==> src/rtl/natv_arb_pkg.sv <==
// natv_arb_pkg: shared types and constants for the two-master natv arbiter.
// Holds the arbiter FSM state enum, the grant index type and the error read data.
package natv_arb_pkg;

    typedef enum logic [1:0] {
        ST_IDLE  = 2'd0,
        ST_GRANT = 2'd1,
        ST_DONE  = 2'd2
    } state_e;

    // Registered grant: vld=0 means no master owns the slave port.
    typedef struct packed {
        logic vld;
        logic idx;
    } gnt_t;

    localparam logic [31:0] NATV_ERR_RDATA = 32'hDEAD_BEEF;

endpackage

==> src/rtl/natv_arb_wdog.sv <==
// natv_arb_wdog: 16-bit watchdog counter for the natv arbiter (NATV_ARB_TIMEOUT_EN).
// Ports: clk_i, rst_n_i, clr_i (clear), cnt_en_i (count), expired_o (pulse at limit).
module natv_arb_wdog
    import natv_arb_pkg::*;
#(
    parameter int unsigned TIMEOUT_CYC = 1024
) (
    input  logic clk_i,
    input  logic rst_n_i,
    input  logic clr_i,
    input  logic cnt_en_i,
    output logic expired_o
);

    localparam logic [15:0] LIMIT = 16'(TIMEOUT_CYC - 1);

    logic [15:0] cnt_q;
    logic [15:0] cnt_d;

    always_comb begin
        cnt_d = cnt_q;
        if (clr_i) begin
            cnt_d = '0;
        end else if (cnt_en_i) begin
            cnt_d = cnt_q + 16'd1;
        end
    end

    // Fires in the cycle the count sits at the limit while still waiting.
    assign expired_o = cnt_en_i && (cnt_q == LIMIT);

    always_ff @(posedge clk_i or negedge rst_n_i) begin
        if (!rst_n_i) begin
            cnt_q <= '0;
        end else begin
            cnt_q <= cnt_d;
        end
    end

endmodule

==> src/rtl/natv_arb2.sv <==
// natv_arb2: two-master round-robin arbiter in front of a single natv slave.
// Ports: m0_*/m1_* master request/response, s_* slave port, timeout_o; macro NATV_ARB_TIMEOUT_EN adds watchdog.
module natv_arb2
    import natv_arb_pkg::*;
#(
    parameter int unsigned ADDR_W      = 32,
    parameter int unsigned DATA_W      = 32,
    parameter int unsigned TIMEOUT_CYC = 1024
) (
    input  logic                clk_i,
    input  logic                rst_n_i,
    input  logic                m0_valid_i,
    input  logic [ADDR_W-1:0]   m0_addr_i,
    input  logic [DATA_W-1:0]   m0_wdata_i,
    input  logic [DATA_W/8-1:0] m0_wstrb_i,
    output logic [DATA_W-1:0]   m0_rdata_o,
    output logic                m0_ready_o,
    input  logic                m1_valid_i,
    input  logic [ADDR_W-1:0]   m1_addr_i,
    input  logic [DATA_W-1:0]   m1_wdata_i,
    input  logic [DATA_W/8-1:0] m1_wstrb_i,
    output logic [DATA_W-1:0]   m1_rdata_o,
    output logic                m1_ready_o,
    output logic                s_valid_o,
    output logic [ADDR_W-1:0]   s_addr_o,
    output logic [DATA_W-1:0]   s_wdata_o,
    output logic [DATA_W/8-1:0] s_wstrb_o,
    input  logic [DATA_W-1:0]   s_rdata_i,
    input  logic                s_ready_i,
    output logic                timeout_o
);

    state_e state_q;
    state_e state_d;
    gnt_t   gnt_q;
    gnt_t   gnt_d;
    logic   last_q;
    logic   last_d;

    logic              in_gnt;
    logic              gnt_valid;
    logic              hit;
    logic              expired;
    logic              fin;
    logic              pick;
    logic [DATA_W-1:0] rsp;

    assign in_gnt    = (state_q == ST_GRANT) && gnt_q.vld;
    assign gnt_valid = gnt_q.idx ? m1_valid_i : m0_valid_i;
    assign hit       = in_gnt && gnt_valid && s_ready_i;

`ifdef NATV_ARB_TIMEOUT_EN
    logic wd_clr;
    logic wd_en;

    // Held clear outside GRANT, so every grant starts counting from zero.
    assign wd_clr = (state_q != ST_GRANT);
    assign wd_en  = in_gnt && gnt_valid && !s_ready_i;

    natv_arb_wdog #(
        .TIMEOUT_CYC (TIMEOUT_CYC)
    ) u_wdog (
        .clk_i     (clk_i),
        .rst_n_i   (rst_n_i),
        .clr_i     (wd_clr),
        .cnt_en_i  (wd_en),
        .expired_o (expired)
    );
`else
    assign expired = 1'b0;
`endif

    assign fin = hit || expired;

    // On a tie, the master not granted last time wins.
    always_comb begin
        pick = m1_valid_i;
        if (m0_valid_i && m1_valid_i) begin
            pick = ~last_q;
        end
    end

    always_comb begin
        state_d = state_q;
        gnt_d   = gnt_q;
        last_d  = last_q;
        unique case (state_q)
            ST_IDLE: begin
                if (m0_valid_i || m1_valid_i) begin
                    state_d   = ST_GRANT;
                    gnt_d.vld = 1'b1;
                    gnt_d.idx = pick;
                    last_d    = pick;
                end
            end
            ST_GRANT: begin
                if (!gnt_valid) begin
                    state_d = ST_IDLE;
                    gnt_d   = '0;
                end else if (fin) begin
                    state_d = ST_DONE;
                    gnt_d   = '0;
                end
            end
            ST_DONE: begin
                state_d = ST_IDLE;
            end
            default: begin
                state_d = ST_IDLE;
                gnt_d   = '0;
            end
        endcase
    end

    always_ff @(posedge clk_i or negedge rst_n_i) begin
        if (!rst_n_i) begin
            state_q <= ST_IDLE;
            gnt_q   <= '0;
            last_q  <= 1'b1;
        end else begin
            state_q <= state_d;
            gnt_q   <= gnt_d;
            last_q  <= last_d;
        end
    end

    // Slave side: mux on the registered grant, zero when nobody owns the port.
    always_comb begin
        s_valid_o = in_gnt && gnt_valid;
        s_addr_o  = '0;
        s_wdata_o = '0;
        s_wstrb_o = '0;
        if (in_gnt) begin
            s_addr_o  = gnt_q.idx ? m1_addr_i  : m0_addr_i;
            s_wdata_o = gnt_q.idx ? m1_wdata_i : m0_wdata_i;
            s_wstrb_o = gnt_q.idx ? m1_wstrb_i : m0_wstrb_i;
        end
    end

    // A real answer beats a watchdog expiry in the same cycle.
    assign rsp = s_ready_i ? s_rdata_i : DATA_W'(NATV_ERR_RDATA);

    always_comb begin
        m0_ready_o = fin && !gnt_q.idx;
        m1_ready_o = fin && gnt_q.idx;
        m0_rdata_o = m0_ready_o ? rsp : '0;
        m1_rdata_o = m1_ready_o ? rsp : '0;
        timeout_o  = expired;
    end

endmodule

==> config.mk <==
export PLATFORM = sky130hd
export DESIGN_NAME = natv_arb2
export DESIGN_NICKNAME = d
export VERILOG_FILES = /design/src/rtl/natv_arb_pkg.sv /design/src/rtl/natv_arb_wdog.sv /design/src/rtl/natv_arb2.sv
export SDC_FILE = /design/constraint.sdc
export NUM_CORES = 1
export LEC_CHECK = 0
export CAP_MARGIN = 20
export CELL_PAD_IN_SITES_DETAIL_PLACEMENT = 0
export CELL_PAD_IN_SITES_GLOBAL_PLACEMENT = 2
export CORE_ASPECT_RATIO = 1.4
export CORE_MARGIN = 5
export CORE_UTILIZATION = 10
export DETAILED_ROUTE_END_ITERATION = 6
export PLACE_DENSITY_LB_ADDON = 0.1
export SKIP_LAST_GASP = 1
export SYNTH_ARGS = -nofsm -noshare
export SYNTH_HDL_FRONTEND = slang
export SYNTH_SLANG_ARGS = --single-unit
==> constraint.sdc <==
create_clock -name clk_i -period 1.81 [get_ports clk_i]
set_input_delay 0.362 -clock clk_i [delete_from_list [all_inputs] [get_ports clk_i]]
set_output_delay 0.362 -clock clk_i [all_outputs]
set_load 0.02 [all_outputs]
**After elaboration in Yosys (flattened, before gate mapping)**

Cells that the tools add are included.

- Output and inout bits: 136
- Logic and storage cells: 41
- Bits of input ports: 173
- Flip-flop bits (word level): 5

- Reduce and logical (&&, ||, !) cells: 12
- Equal/unequal tests: 4
- Bitwise operators: 2
- Mux-type cells: 19

Operator list:

| operator | number |
|---|---|
| two-way mux 32 bit | 7 |
| two-way mux 2 bit | 6 |
| two-way mux 4 bit | 2 |
| logical AND 1 bit | 6 |
| case mux 2 bit (3 select lines) | 1 |
| case mux 2 bit (2 select lines) | 1 |
| AND reduction 2 bit | 2 |
| != test 3 bit (second input constant) | 1 |
| AND reduction 3 bit | 1 |
| equality test 2 x 1 -> 1 bit (second input constant) | 1 |
| equality test 2 bit (second input constant) | 1 |
| logical NOT 2 bit | 1 |
| two-way mux 1 bit | 2 |
| != test 2 bit (second input constant) | 1 |
| inverter 1 bit | 2 |
| logical NOT 1 bit | 1 |
| logical OR 1 bit | 1 |

**Depth between registers and ports, before layout**

- Depth after elaboration: 7
- Gate-level depth with buffers: 5
- Gate-level depth less buffers: 3

**Worst setup path after synthesis**

No wires, ideal clock.

- Path type: reg2out
- From: reg state_q[1]
- To: out m1_rdata_o[22]
- Setup slack: -0.194 ns
- Data required time: 1.448 ns
- Stages on the path, launching flop included: 5
- Path buffers: 1
- Arrival: 1.642 ns
- Cells stage by stage: dfrtp_1 -> nand3b_1 -> nor3_2 -> clkbuf_1 -> and2_1

- Longest elaborated chain between the ends: 6

RTL lines:

| item | line | text |
|---|---|---|
| start, declared | natv_arb2.sv:33 | `state_e state_q;` |
| start signal, assigned | natv_arb2.sv:121 | `state_q <= state_d;` |
| equality test 2 x 1 -> 1 bit | natv_arb2.sv:48 | `assign in_gnt = (state_q == ST_GRANT) && gnt_q.vld;` |
| logical AND 1 bit | natv_arb2.sv:48 |  |
| logical AND 1 bit (2 in series) | natv_arb2.sv:50 | `assign hit = in_gnt && gnt_valid && s_ready_i;` |
| logical AND 1 bit | natv_arb2.sv:145 | `m1_ready_o = fin && gnt_q.idx;` |
| named net m1_ready_o | natv_arb2.sv:23 | `output logic m1_ready_o,` |
| two-way mux 32 bit | natv_arb2.sv:147 | `m1_rdata_o = m1_ready_o ? rsp : '0;` |
| end, declared | natv_arb2.sv:22 | `output logic [DATA_W-1:0] m1_rdata_o,` |

The timed path passes the listed nets, and every way through them passes these cells.

**Worst setup path in the final report**

- From: reg gnt_q[0] (netlist bit)
- To: out m0_rdata_o[8]

- Longest elaborated chain between the ends: 5
- Elaborated cells between the ends (all ways): 6
- Those cells by class: 2 x mux; 4 x reduce/logical

RTL lines:

| item | line | text |
|---|---|---|
| start, declared | natv_arb2.sv:35 | `gnt_t gnt_q;` |
| start signal, assigned | natv_arb2.sv:122 | `gnt_q <= gnt_d;` |
| two-way mux 1 bit | natv_arb2.sv:49 | `assign gnt_valid = gnt_q.idx ? m1_valid_i : m0_valid_i;` |
| logical AND 1 bit (2 in series) | natv_arb2.sv:50 |  |
| logical AND 1 bit * | natv_arb2.sv:144 | `m0_ready_o = fin && !gnt_q.idx;` |
| two-way mux 32 bit * | natv_arb2.sv:146 | `m0_rdata_o = m0_ready_o ? rsp : '0;` |
| end, declared | natv_arb2.sv:16 | `output logic [DATA_W-1:0] m0_rdata_o,` |

Every way passes the cells marked *; elsewhere a longest branch is shown, timed or not.

==> metrics.log <==
[metrics] count of cell instances traversed by the critical path: 6
[metrics] post-synth top area cell: sky130_fd_sc_hd__mux2i_1
[metrics] Core Area: 16800 um^2
[metrics] clock slew at the register clock pins of the worst setup and hold paths: 30 ps
[metrics] cts hold-fix bufs: 0
[metrics] number of setup violations in the final report: 130
[metrics] initial antenna violation count: 0
[metrics] CTS root buf: sky130_fd_sc_hd__clkbuf_16
[metrics] startpoint class of the critical path: flop
[metrics] Post-synth EDFFs: 0
[metrics] switching component of the power: 2.40 mW
[metrics] minimum clock period after layout: 2140 ps
[metrics] Area contributors post-synth: sky130_fd_sc_hd__mux2i_1 40%, sky130_fd_sc_hd__and2_1 24%, sky130_fd_sc_hd__nor2_1 15%, sky130_fd_sc_hd__dfrtp_1 5.8%, sky130_fd_sc_hd__clkbuf_1 2.6%
[metrics] proportion of power drawn by combinational gates: 89.3%
[metrics] ordered list of cells on the worst path: mux2i_4, nor4b_4, buf_6, clkbuf_16, and2_4, buf_6
[metrics] final-layout fill cell count: 1777
[metrics] share of the synthesized area in the top cell type: 40.4%
[metrics] sequential power share: roughly 4%
[metrics] total iterations of the first detailed-routing run: 4
[metrics] first-pass GRT wire length: 18300 um
[metrics] Peak Freq: between 0.4 and 0.5 GHz
[metrics] portion of total power attributed to the clock network: under 10%
[metrics] count of standard-cell rows: between 50 and 60
[metrics] final critical-path share of the clock period: 119%
[metrics] initial cell density of the core: 10.2%
[metrics] antenna cells: 0
[metrics] critical path required time: ~1500 ps
[metrics] met3 Usage GRT: 4.49%
[metrics] worst clock skew: 2.05 ps
[metrics] busiest layer in global routing: met2
[metrics] count of cell types in the netlist: 23
[metrics] maximum fanout count along the critical path: 8
[metrics] number of max-cap violations: 0
[metrics] area enclosed by the die boundary: 19900 um^2
[metrics] post-synthesis instance area: 1710 um^2
[metrics] count of unresolved DRC violations after routing: 0
[metrics] final hold violations: 0
[metrics] I/O pin count: 309
[metrics] Lkg Pwr: 2.61 nW
[metrics] cell repeated most along the worst path: sky130_fd_sc_hd__buf_6
[metrics] H-tree levels: 1
[metrics] number of buffers between clock root and the deepest sink: 2
[metrics] clock tree from TritonCTS: built
[metrics] Die W: 121 um
[metrics] unrepaired setup endpoints after global routing: yes
[metrics] number of sinks driven by the clock tree: 5
[metrics] Internal: just over 3 mW
[metrics] CTS Buf Count: 3
[metrics] Final Total Pwr: 5.49 mW
[metrics] Detailed Route Iter0 Violations: 124
[metrics] power per cell area: 933 nW/um^2
[metrics] most instantiated cells after synthesis: 70 x sky130_fd_sc_hd__nor2_1, 69 x sky130_fd_sc_hd__mux2i_1, 65 x sky130_fd_sc_hd__and2_1, 12 x sky130_fd_sc_hd__clkbuf_1, 8 x sky130_fd_sc_hd__buf_2
[metrics] mean cell area of the mapped netlist: 6.85 um^2
[metrics] met1 GRT Util: 11.5%
[metrics] VDD IR-drop max: 0.394 mV
[metrics] register area share after synthesis: roughly 7.4%
[metrics] max incr delay on CP: 500 ps
[metrics] vertical die dimension: 165 um
[metrics] path class of the lowest-slack min-delay path: primary input to asynchronous set/reset pin
[metrics] category of the worst setup path capture point: output pin
[metrics] DRT Wirelength: roughly 14000 um
[metrics] pre-CTS WS: -901 ps
[metrics] Worst R2R Path Depth: 4
[metrics] Detail Placement HPWL: 10600 um
[metrics] final-report max-slew violation count: 0
[metrics] Antenna Violating Nets Remaining: 0
[metrics] status: complete, but fails checks
[metrics] fraction of final layout cells with drive strength greater than 1: 45.1%
[metrics] net count of the mapped netlist: 423
[metrics] total of flip-flops plus latches after synthesis: 5
[metrics] average vias per placed instance: about 4
[metrics] switching fraction of total power: 43.6%
[metrics] largest net degree at the start of global routing: 24
[metrics] R2R setup slack: 510 ps
[metrics] Worst path top cell family by delay: flip-flops
[metrics] placer congestion estimate: between 0.7 and 0.8
[metrics] buffer and inverter count on the worst path: 3
[metrics] Total Nets Final: between 700 and 800
[metrics] asr flop ratio synth: 100%
[metrics] failing checks: negative setup slack
[metrics] reg-to-reg critical path endpoint: state_q[1]
[metrics] standard cell with the maximum stage delay on the critical path: sky130_fd_sc_hd__dfrtp_4
[metrics] launch point of the worst reg-to-reg path: gnt_q[0]
[metrics] P&R area growth vs syn: 244%
[metrics] met2 track demand over resource: 24.2%
[metrics] Cells after Synth: between 200 and 300
[metrics] smallest setup slack after layout: -335 ps
[metrics] data arrival time of the critical path: 1780 ps
[metrics] Setup CP Type: flop to output pin
[metrics] Total Routing Usage GR: 12.0%
[metrics] number of warning messages in the yosys log: 0
[metrics] aggregate global routing overflow: 0
[metrics] mean routed wirelength per cell: 18.2 um
[metrics] via count of the routed design: 3085
[metrics] most frequent cell after synthesis: sky130_fd_sc_hd__nor2_1
[metrics] Synth Flop Type: sky130_fd_sc_hd__dfrtp_1
[metrics] PortBufs: between 300 and 400
[metrics] insertion delay to the later sink of the worst-skew pair: 230 ps
[metrics] vias in the first global route: roughly 3100
repair_timing:
item | in CTS | in global routing
pin swaps | 15 | 19
resized for setup | 722 | 91
setup endpoints to repair | 135 | 135
gates cloned | 6 | 9
setup buffers | 8 | 5
layer usage:
layer,part of all wire [%],vias up
li1,-,1491
met3,10,4
met1,32,1386
met5,0,-
met4,0.52,0
met2,57,204
layout by cell type (no fill, tap or decap), types with 2 or more instances in the layout:
cell	synthesis	routed
sky130_fd_sc_hd__dlygate4sd2_1	0	3
sky130_fd_sc_hd__buf_8	0	2
sky130_fd_sc_hd__nor2_4	0	2
sky130_fd_sc_hd__and2_4	0	42
sky130_fd_sc_hd__buf_4	2	80
sky130_fd_sc_hd__dfrtp_1	4	3
sky130_fd_sc_hd__buf_6	0	75
sky130_fd_sc_hd__mux2i_1	69	67
sky130_fd_sc_hd__nor2_1	70	55
sky130_fd_sc_hd__buf_16	0	6
sky130_fd_sc_hd__nand2_1	3	3
sky130_fd_sc_hd__clkdlybuf4s50_1	0	169
sky130_fd_sc_hd__nand3b_1	2	2
sky130_fd_sc_hd__nor2_2	0	13
sky130_fd_sc_hd__buf_12	0	7
sky130_fd_sc_hd__and2_2	0	18
sky130_fd_sc_hd__and2_1	65	5
sky130_fd_sc_hd__clkbuf_16	0	11
sky130_fd_sc_hd__nand2b_1	2	2
power by group through the flow:
stage               Combinational, mW  Sequential (mW)  Clock [mW]
finish                           4.91            0.219       0.367
detailed placement               3.90            0.210           0
CTS                              4.35            0.215       0.377
global route                     5.22            0.230       0.379
global placement                 3.92            0.208           0
floorplan                        2.09            0.197           0
flip-flops by register name, summed over array words and instances (netlist names):
register / flops
gnt_q: 2
last_q: 1
state_q: 2
kinds of logic after synthesis:
group	count (synthesis)	share of synthesized area [%]
AND/OR/NAND/NOR	146	43.6
flip-flops	5	7.38
AO/OA/AOI/OAI	6	2.41
multiplexers	69	40.4
buffers and inverters	23	6.07
other	1	0.219
metrics by stage:
stage	cells	TNS, ps	area [um^2]	hold WS [ps]	utilization [%]
after floorplan	250	-780	1770	66.4	-
after global placement	755	-83910	5160	516	30.7
after detailed placement	755	-85370	5160	526	30.7
after CTS	773	-28540	5430	370	32.3
after global routing	786	-39260	5890	393	35.0
final	786	-28600	5890	366	35.0
how the worst max path moves through the flow:
stage | slack, ps | start | to
after floorplan | -40 | state_q[1] | s_addr_o[11]
after global placement | -860 | m1_valid_i | m0_rdata_o[15]
after detailed placement | -900 | m0_valid_i | m0_rdata_o[5]
after CTS | -370 | state_q[1] | m0_rdata_o[6]
after global routing | -420 | state_q[1] | m0_rdata_o[8]
final | -330 | gnt_q[0] | m0_rdata_o[8]
cell type report:
class                   instances  area, um^2  area share, %
repair buffers                351        3730           63.4
clock buffers                   4        78.8           1.34
flip-flops and latches          5         130           2.21
inverters                       1        3.75         0.0638
well taps                     203         254           4.32
multi-input cells             222        1690           28.7
No activity file was read; power rests on OpenSTA's default activity.
